**config.mk**
```make
export PLATFORM = sky130hd
export DESIGN_NAME = ttl_74x148_irq_encoder_flat
export DESIGN_NICKNAME = d
export VERILOG_FILES = /design/src/rtl/ttl_74x148_irq_encoder_pkg.sv /design/src/rtl/ttl_74x148_irq_encoder_if.sv /design/src/rtl/ttl_74x148_irq_encoder_sync2_bank.sv /design/src/rtl/ttl_74x148_irq_encoder.sv /design/src/flat_wrapper.sv
export SDC_FILE = /design/constraint.sdc
export NUM_CORES = 1
export LEC_CHECK = 0
export BUFFER_PORTS_ARGS = -buffer_cell sky130_fd_sc_hd__buf_2
export CAP_MARGIN = 10
export CORE_MARGIN = 2
export CORE_UTILIZATION = 59
export CTS_CLUSTER_DIAMETER = 150
export DETAILED_ROUTE_END_ITERATION = 16
export PLACE_DENSITY = 0.84
export SLEW_MARGIN = 10
export SYNTH_ARGS = -nofsm -noshare
export SYNTH_HDL_FRONTEND = slang
export SYNTH_SLANG_ARGS = --single-unit
```
**constraint.sdc**
```tcl
create_clock -name CLK -period 2.85 [get_ports CLK]
set_clock_uncertainty 0.2 [all_clocks]
set_input_delay 0.57 -clock CLK [delete_from_list [all_inputs] [get_ports CLK]]
set_output_delay 0.57 -clock CLK [all_outputs]
set_load 0.01 [all_outputs]
```
**src/rtl/ttl_74x148_irq_encoder_pkg.sv**
```systemverilog
// Shared definitions for the clocked TTL models.
//   state_t  : two-state grant FSM encoding (IDLE/HOLD)
//   penc_t   : result of a priority encode (valid flag + index)
//   prio_enc : index of the highest set bit of a vector up to MAX_W bits
package ttl_74x148_irq_encoder_pkg;

    localparam int MAX_W   = 256;
    localparam int MAX_IDX = 8;

    typedef enum logic {
        IDLE = 1'b0,
        HOLD = 1'b1
    } state_t;

    typedef struct packed {
        logic               valid;
        logic [MAX_IDX-1:0] idx;
    } penc_t;

    // Scans upward, so the last (highest) set bit wins.
    function automatic penc_t prio_enc(input logic [MAX_W-1:0] v);
        penc_t r;
        r = '0;
        for (int i = 0; i < MAX_W; i++) begin
            if (v[i]) begin
                r.valid = 1'b1;
                r.idx   = MAX_IDX'(i);
            end
        end
        return r;
    endfunction

endpackage

```
**src/rtl/ttl_74x148_irq_encoder_if.sv**
```systemverilog
// Request/grant bus of the 74x148-style interrupt encoder.
//   EI_n : active-low enable in (sync)      I_n  : active-low requests (async)
//   ACK  : grant acknowledge (sync)         A_n  : active-low held code
//   GS_n : low while a code is held         EO_n : low when enabled and idle
// master = request source / consumer side, slave = encoder.
interface ttl_74x148_irq_encoder_if #(
    parameter int WIDTH = 8
);
    localparam int CODE_WIDTH = $clog2(WIDTH);

    logic                  EI_n;
    logic [WIDTH-1:0]      I_n;
    logic                  ACK;
    logic [CODE_WIDTH-1:0] A_n;
    logic                  GS_n;
    logic                  EO_n;

    modport master (
        output EI_n, I_n, ACK,
        input  A_n, GS_n, EO_n
    );

    modport slave (
        input  EI_n, I_n, ACK,
        output A_n, GS_n, EO_n
    );
endinterface

```
**src/rtl/ttl_74x148_irq_encoder_sync2_bank.sv**
```systemverilog
// ttl_sync2_bank: WIDTH-bit two-flop synchronizer.
//   i_clk   : clock            i_rst_n : async active-low reset (to all ones)
//   i_d     : async inputs     o_q     : synchronized outputs
// Resets high so active-low TTL lines read as idle after reset.
module ttl_sync2_bank #(
    parameter int WIDTH = 8
) (
    input  logic             i_clk,
    input  logic             i_rst_n,
    input  logic [WIDTH-1:0] i_d,
    output logic [WIDTH-1:0] o_q
);
    logic [WIDTH-1:0] r_s1;
    logic [WIDTH-1:0] r_s2;

    always_ff @(posedge i_clk or negedge i_rst_n) begin
        if (!i_rst_n) begin
            r_s1 <= '1;
            r_s2 <= '1;
        end else begin
            r_s1 <= i_d;
            r_s2 <= r_s1;
        end
    end

    assign o_q = r_s2;
endmodule

```
**src/rtl/ttl_74x148_irq_encoder.sv**
```systemverilog
// Clocked 74x148-style priority interrupt encoder.
//   CLK   : clock               RST_n : async active-low reset
//   irq   : slave side of the request/grant bus (EI_n, I_n, ACK in;
//           A_n, GS_n, EO_n out)
// Falling edges on I_n latch pending bits; the highest pending index is
// granted on A_n/GS_n and held until ACK (or dropped on EI_n=1).
module ttl_74x148_irq_encoder
    import ttl_74x148_irq_encoder_pkg::*;
#(
    parameter int WIDTH = 8
) (
    input  logic                        CLK,
    input  logic                        RST_n,
    ttl_74x148_irq_encoder_if.slave     irq
);
    localparam int CODE_WIDTH = $clog2(WIDTH);

    logic [WIDTH-1:0]      w_sync;
    logic [WIDTH-1:0]      r_hist;
    logic [WIDTH-1:0]      r_pend;
    logic [WIDTH-1:0]      w_pend_nxt;
    logic [WIDTH-1:0]      w_fall;
    logic [WIDTH-1:0]      w_clr;
    logic [MAX_W-1:0]      w_pend_ext;
    penc_t                 w_enc;
    state_t                r_state;
    state_t                w_state_nxt;
    logic [CODE_WIDTH-1:0] r_code;
    logic [CODE_WIDTH-1:0] w_code_nxt;
    logic                  w_ack_take;
    logic [CODE_WIDTH-1:0] r_a_n;
    logic                  r_gs_n;
    logic                  r_eo_n;

    ttl_sync2_bank #(.WIDTH(WIDTH)) u_sync (
        .i_clk   (CLK),
        .i_rst_n (RST_n),
        .i_d     (irq.I_n),
        .o_q     (w_sync)
    );

    assign w_fall = r_hist & ~w_sync;

    always_comb begin
        w_pend_ext             = '0;
        w_pend_ext[WIDTH-1:0]  = r_pend;
    end

    assign w_enc = prio_enc(w_pend_ext);

    // EI_n=1 beats ACK, so an aborted grant keeps its pending bit.
    assign w_ack_take = (r_state == HOLD) && irq.ACK && !irq.EI_n;
    assign w_clr      = w_ack_take ? (WIDTH'(1) << r_code) : '0;
    // A new edge in the same cycle as its clear wins.
    assign w_pend_nxt = (r_pend & ~w_clr) | w_fall;

    always_comb begin
        w_state_nxt = r_state;
        w_code_nxt  = r_code;
        case (r_state)
            IDLE: begin
                if (!irq.EI_n && w_enc.valid) begin
                    w_state_nxt = HOLD;
                    w_code_nxt  = CODE_WIDTH'(w_enc.idx);
                end
            end
            HOLD: begin
                if (irq.EI_n || irq.ACK) w_state_nxt = IDLE;
            end
            default: w_state_nxt = IDLE;
        endcase
    end

    // Outputs are registered from next-state so they line up with the FSM.
    // Leaving HOLD always passes through IDLE, giving one GS_n-high cycle.
    always_ff @(posedge CLK or negedge RST_n) begin
        if (!RST_n) begin
            r_hist  <= '1;
            r_pend  <= '0;
            r_state <= IDLE;
            r_code  <= '0;
            r_a_n   <= '1;
            r_gs_n  <= 1'b1;
            r_eo_n  <= 1'b1;
        end else begin
            r_hist  <= w_sync;
            r_pend  <= w_pend_nxt;
            r_state <= w_state_nxt;
            r_code  <= w_code_nxt;
            r_a_n   <= (w_state_nxt == HOLD) ? ~w_code_nxt : '1;
            r_gs_n  <= (w_state_nxt != HOLD);
            r_eo_n  <= !(!irq.EI_n && (w_pend_nxt == '0) && (w_state_nxt == IDLE));
        end
    end

    assign irq.A_n  = r_a_n;
    assign irq.GS_n = r_gs_n;
    assign irq.EO_n = r_eo_n;
endmodule

```
**src/flat_wrapper.sv**
```systemverilog
// flat-port wrapper written by rule: the top's interface ports become plain ports
module ttl_74x148_irq_encoder_flat import ttl_74x148_irq_encoder_pkg::*;
#(
    parameter int WIDTH = 8
)
  (CLK, RST_n, irq_EI_n, irq_I_n, irq_ACK, irq_A_n, irq_GS_n, irq_EO_n);
  ttl_74x148_irq_encoder_if #(.WIDTH(WIDTH)) irq_i ();
  input  logic CLK;
  input  logic RST_n;
  input wire logic [$bits(irq_i.EI_n)-1:0] irq_EI_n;
  input wire logic [$bits(irq_i.I_n)-1:0] irq_I_n;
  input wire logic [$bits(irq_i.ACK)-1:0] irq_ACK;
  output wire logic [$bits(irq_i.A_n)-1:0] irq_A_n;
  output wire logic [$bits(irq_i.GS_n)-1:0] irq_GS_n;
  output wire logic [$bits(irq_i.EO_n)-1:0] irq_EO_n;
  assign irq_i.EI_n = irq_EI_n;
  assign irq_i.I_n = irq_I_n;
  assign irq_i.ACK = irq_ACK;
  assign irq_A_n = irq_i.A_n;
  assign irq_GS_n = irq_i.GS_n;
  assign irq_EO_n = irq_i.EO_n;
  ttl_74x148_irq_encoder #(.WIDTH(WIDTH)) u_core (.CLK(CLK), .RST_n(RST_n), .irq(irq_i));
endmodule
```
==> impl_metrics.yaml <==
global_route:
  grt_pass1_wl_um: 3950
  grt_max_degree: 42
  grt_util_all_layers: 0.205
  grt_pass1_vias: 929
  antenna_found_initial: 0
  grt-ovfl-total: 0
synth:
  ys_seq_elements: 41
  ys.flop_type: "dfstp_2"
  syn-num-nets: 119
  synthSimpleGateAreaFrac: 0.127
  yosys.area_share.adder: 0
  synth.largest_area_cell: "dfstp_2"
  synth_top_area_share: 0.532
  synth_top_family_by_area: "simple AND/OR/NAND/NOR gates"
  synth_xor_area_frac: 0
  async_flop_share: 1.00
  seq_area_frac_synth: 0.742
  synthMuxAreaShare: 0
  synth.distinct_cells: 25
  ys_warn_count: 0
  ys_top_cells_by_count: "dfstp_2, dfrtp_1, nand2_1"
  synth-edff-count: 0
  synth.most_common_cell: "dfstp_2"
  synth-compound-area-share: 0.108
  netlist_area_mm2: 0.00143
  avgSynthCellArea_um2: 13.4
  synthTopCellsByArea: "dfstp_2, dfrtp_1, nand2_1, o21ai_0, inv_1"
  syn_inst: 107
timing:
  min_period_ps: 1820
  max_freq_mhz: 549
  hold_viol_final: 0
  fin_crit_sh: 0.639
  setup_viol: 0
  tightest_slew_ps: 817
  maxSlewHeadroom: 0.455
  slew_violations: 0
  fin_tns_setup_ps: 0
  rsz0062_at_grt: "false"
  fin_hold_ws_ps: 111
routing:
  drtAntennaViolNets: 0
  firstDrtPassIters: 4
  wl_um: 2240
  drt_iter0_drc: 20
  drc: 0
  viasPerCell: 5.60
  vias: 890
  wire_per_inst_um: 14.1
clocking:
  cts_setup_buffers: 0
  cts_made_buffers: 5
  post_cts_resized: 0
  cts_root_buffer: "clkbuf_4"
  cts_tree: "yes"
  cts_sinks: 41
  clk_latency_ps: 340
  htreeDepth: 2
  clockBufferDepth: 2
  cts_hold_buffers: 0
  path_clk_slew_ps: 120
placement:
  gp_congestion: 0.880
  dp_hpwl_um: 1530
  io_buffer_count: 16
job:
  max_cap_violations: 0
floorplanning:
  initial_core_util: 0.635
  rows: 17
  die_w_um: 53.3
  dieArea_mm2: 0.00284
  coreArea_mm2: 0.00225
  die_h_um: 53.3
  io_pins: 17
worst_setup_path:
  cpMaxStageDelayCell: "dfrtp_1"
  r2r_start: "u_core.r_code[2]$_DFF_PN0_"
  rrSetupSlack_ps: 1030
  critical_path.cell_chain: "or3b_1 > o31ai_1 > o21ai_1 > nor4b_2 > nand2_1"
  path_class: "flip-flop to flip-flop"
  regToRegEndpoint: "u_core.irq.EO_n$_DFF_PN1_"
  r2r_cells: 5
  cp_max_fo: 5
  startpoint_type: "flip-flop"
  cpPeakStageDelay_ps: 440
  worstPathArrival_ps: 1880
  crit_required_ps: 2910
  setup.worst_path.end_class: "flip-flop"
final_layout:
  num-fill-cells: 157
  multi_input_area_um2: 335
  area_delta_synth_final_pct: 14.0
  drive_above_1_share: 0.420
  diodes: 0
  seqCellArea_mm2: 0.00106
  nNetsFinal: 142
outcome:
  status: "complete, no violations"
power_and_ir_drop:
  power.density_mw_per_mm2: 666
  ir_drop_mv: 0.521
  p_leak_uw: 0.000685
min_path:
  min_path_type: "input port to asynchronous set/reset pin"
[layer usage]
metal	track usage	vias up	share of wire	wire (um)
li1	-	411	-	-
met3	0.0763	4	0.062	139
met4	0.0812	0	0.010	23
met5	0	-	0	0
met2	0.331	39	0.51	1140
met1	0.249	436	0.42	934
[cells by family (layout without fill, tap and decap cells)]
logic type | Yosys count | after routing
AOI/OAI and AO/OA | 25 | 25
DFF | 41 | 41
buffers and inverters | 9 | 33
and+or+nand+nor | 32 | 32
[worst max-delay path, delay by kind of cell, from the launching register on]
kind            cells  cell delay (ps)
compound gates      2              360
flops               1              440
simple gates        3              740
[power breakdown]
group          internal (uW)  total [uW]  switching [uW]
registers                630         647            17.3
logic                   23.4        63.5            40.0
clock network            210         376             167
[layout by cell type (no fill, tap or decap), drive strengths merged]
master and count:
nand4 1, nor2b 3, nor4b 1, o31ai 3, o21bai 1, nand2 12, clkbuf 7, o41ai 2
dfrtp 12, bufinv 1, nor3 1, a31oi 2, dfstp 29, o21ai 12, buf 16, or2 1
nand4b 1, or3b 1, nand2b 3, a21oi 4, nor4 2, a2111oi 1, or4b 1, inv 9
nor2 5
[sequential cells by signal, summed over array words and instances (netlist names)]
register / count
u_core.r_code: 3
u_core.irq.EO_n: 1
u_core.r_hist: 8
u_core.irq.GS_n: 1
u_core.r_pend: 8
u_core.irq.A_n: 3
u_core.u_sync.o_q: 8
u_core.r_state: 1
u_core.u_sync.r_s1: 8
[how the worst max path moves through the flow]
stage / startpoint / endpoint / cells past startpoint / slack [ps]
after CTS: u_core.r_code[2]$_DFF_PN0_ / u_core.irq.EO_n$_DFF_PN1_ / 5 / 1030
after global placement: irq_EI_n / u_core.irq.EO_n$_DFF_PN1_ / 6 / 820
after detailed placement: irq_EI_n / u_core.irq.EO_n$_DFF_PN1_ / 6 / 730
after floorplan: irq_EI_n / u_core.irq.EO_n$_DFF_PN1_ / 5 / 1010
final: u_core.r_code[2]$_DFF_PN0_ / u_core.irq.EO_n$_DFF_PN1_ / 5 / 1030
after global routing: u_core.r_code[2]$_DFF_PN0_ / u_core.irq.EO_n$_DFF_PN1_ / 5 / 900
[layout make-up]
class	count	share of cell area
clock inverters	1	0.0184
multi-input cells	57	0.206
flip-flops and latches	41	0.651
well taps	28	0.0215
clock buffers	7	0.0337
inverters	9	0.0207
repair buffers	16	0.0491
[per-stage QoR]
step                      instances  area, um^2   util  total power (uW)  worst slack [ps]
after floorplan                 107        1430      -               685              1010
final                           159        1630  0.724              1090              1030
after global placement          151        1550  0.686               716               816
after global routing            159        1630  0.724              1140               899
after detailed placement        151        1550  0.686               720               728
after CTS                       159        1630  0.724              1100              1030
Note: power is estimated with default switching activity, not from simulation.
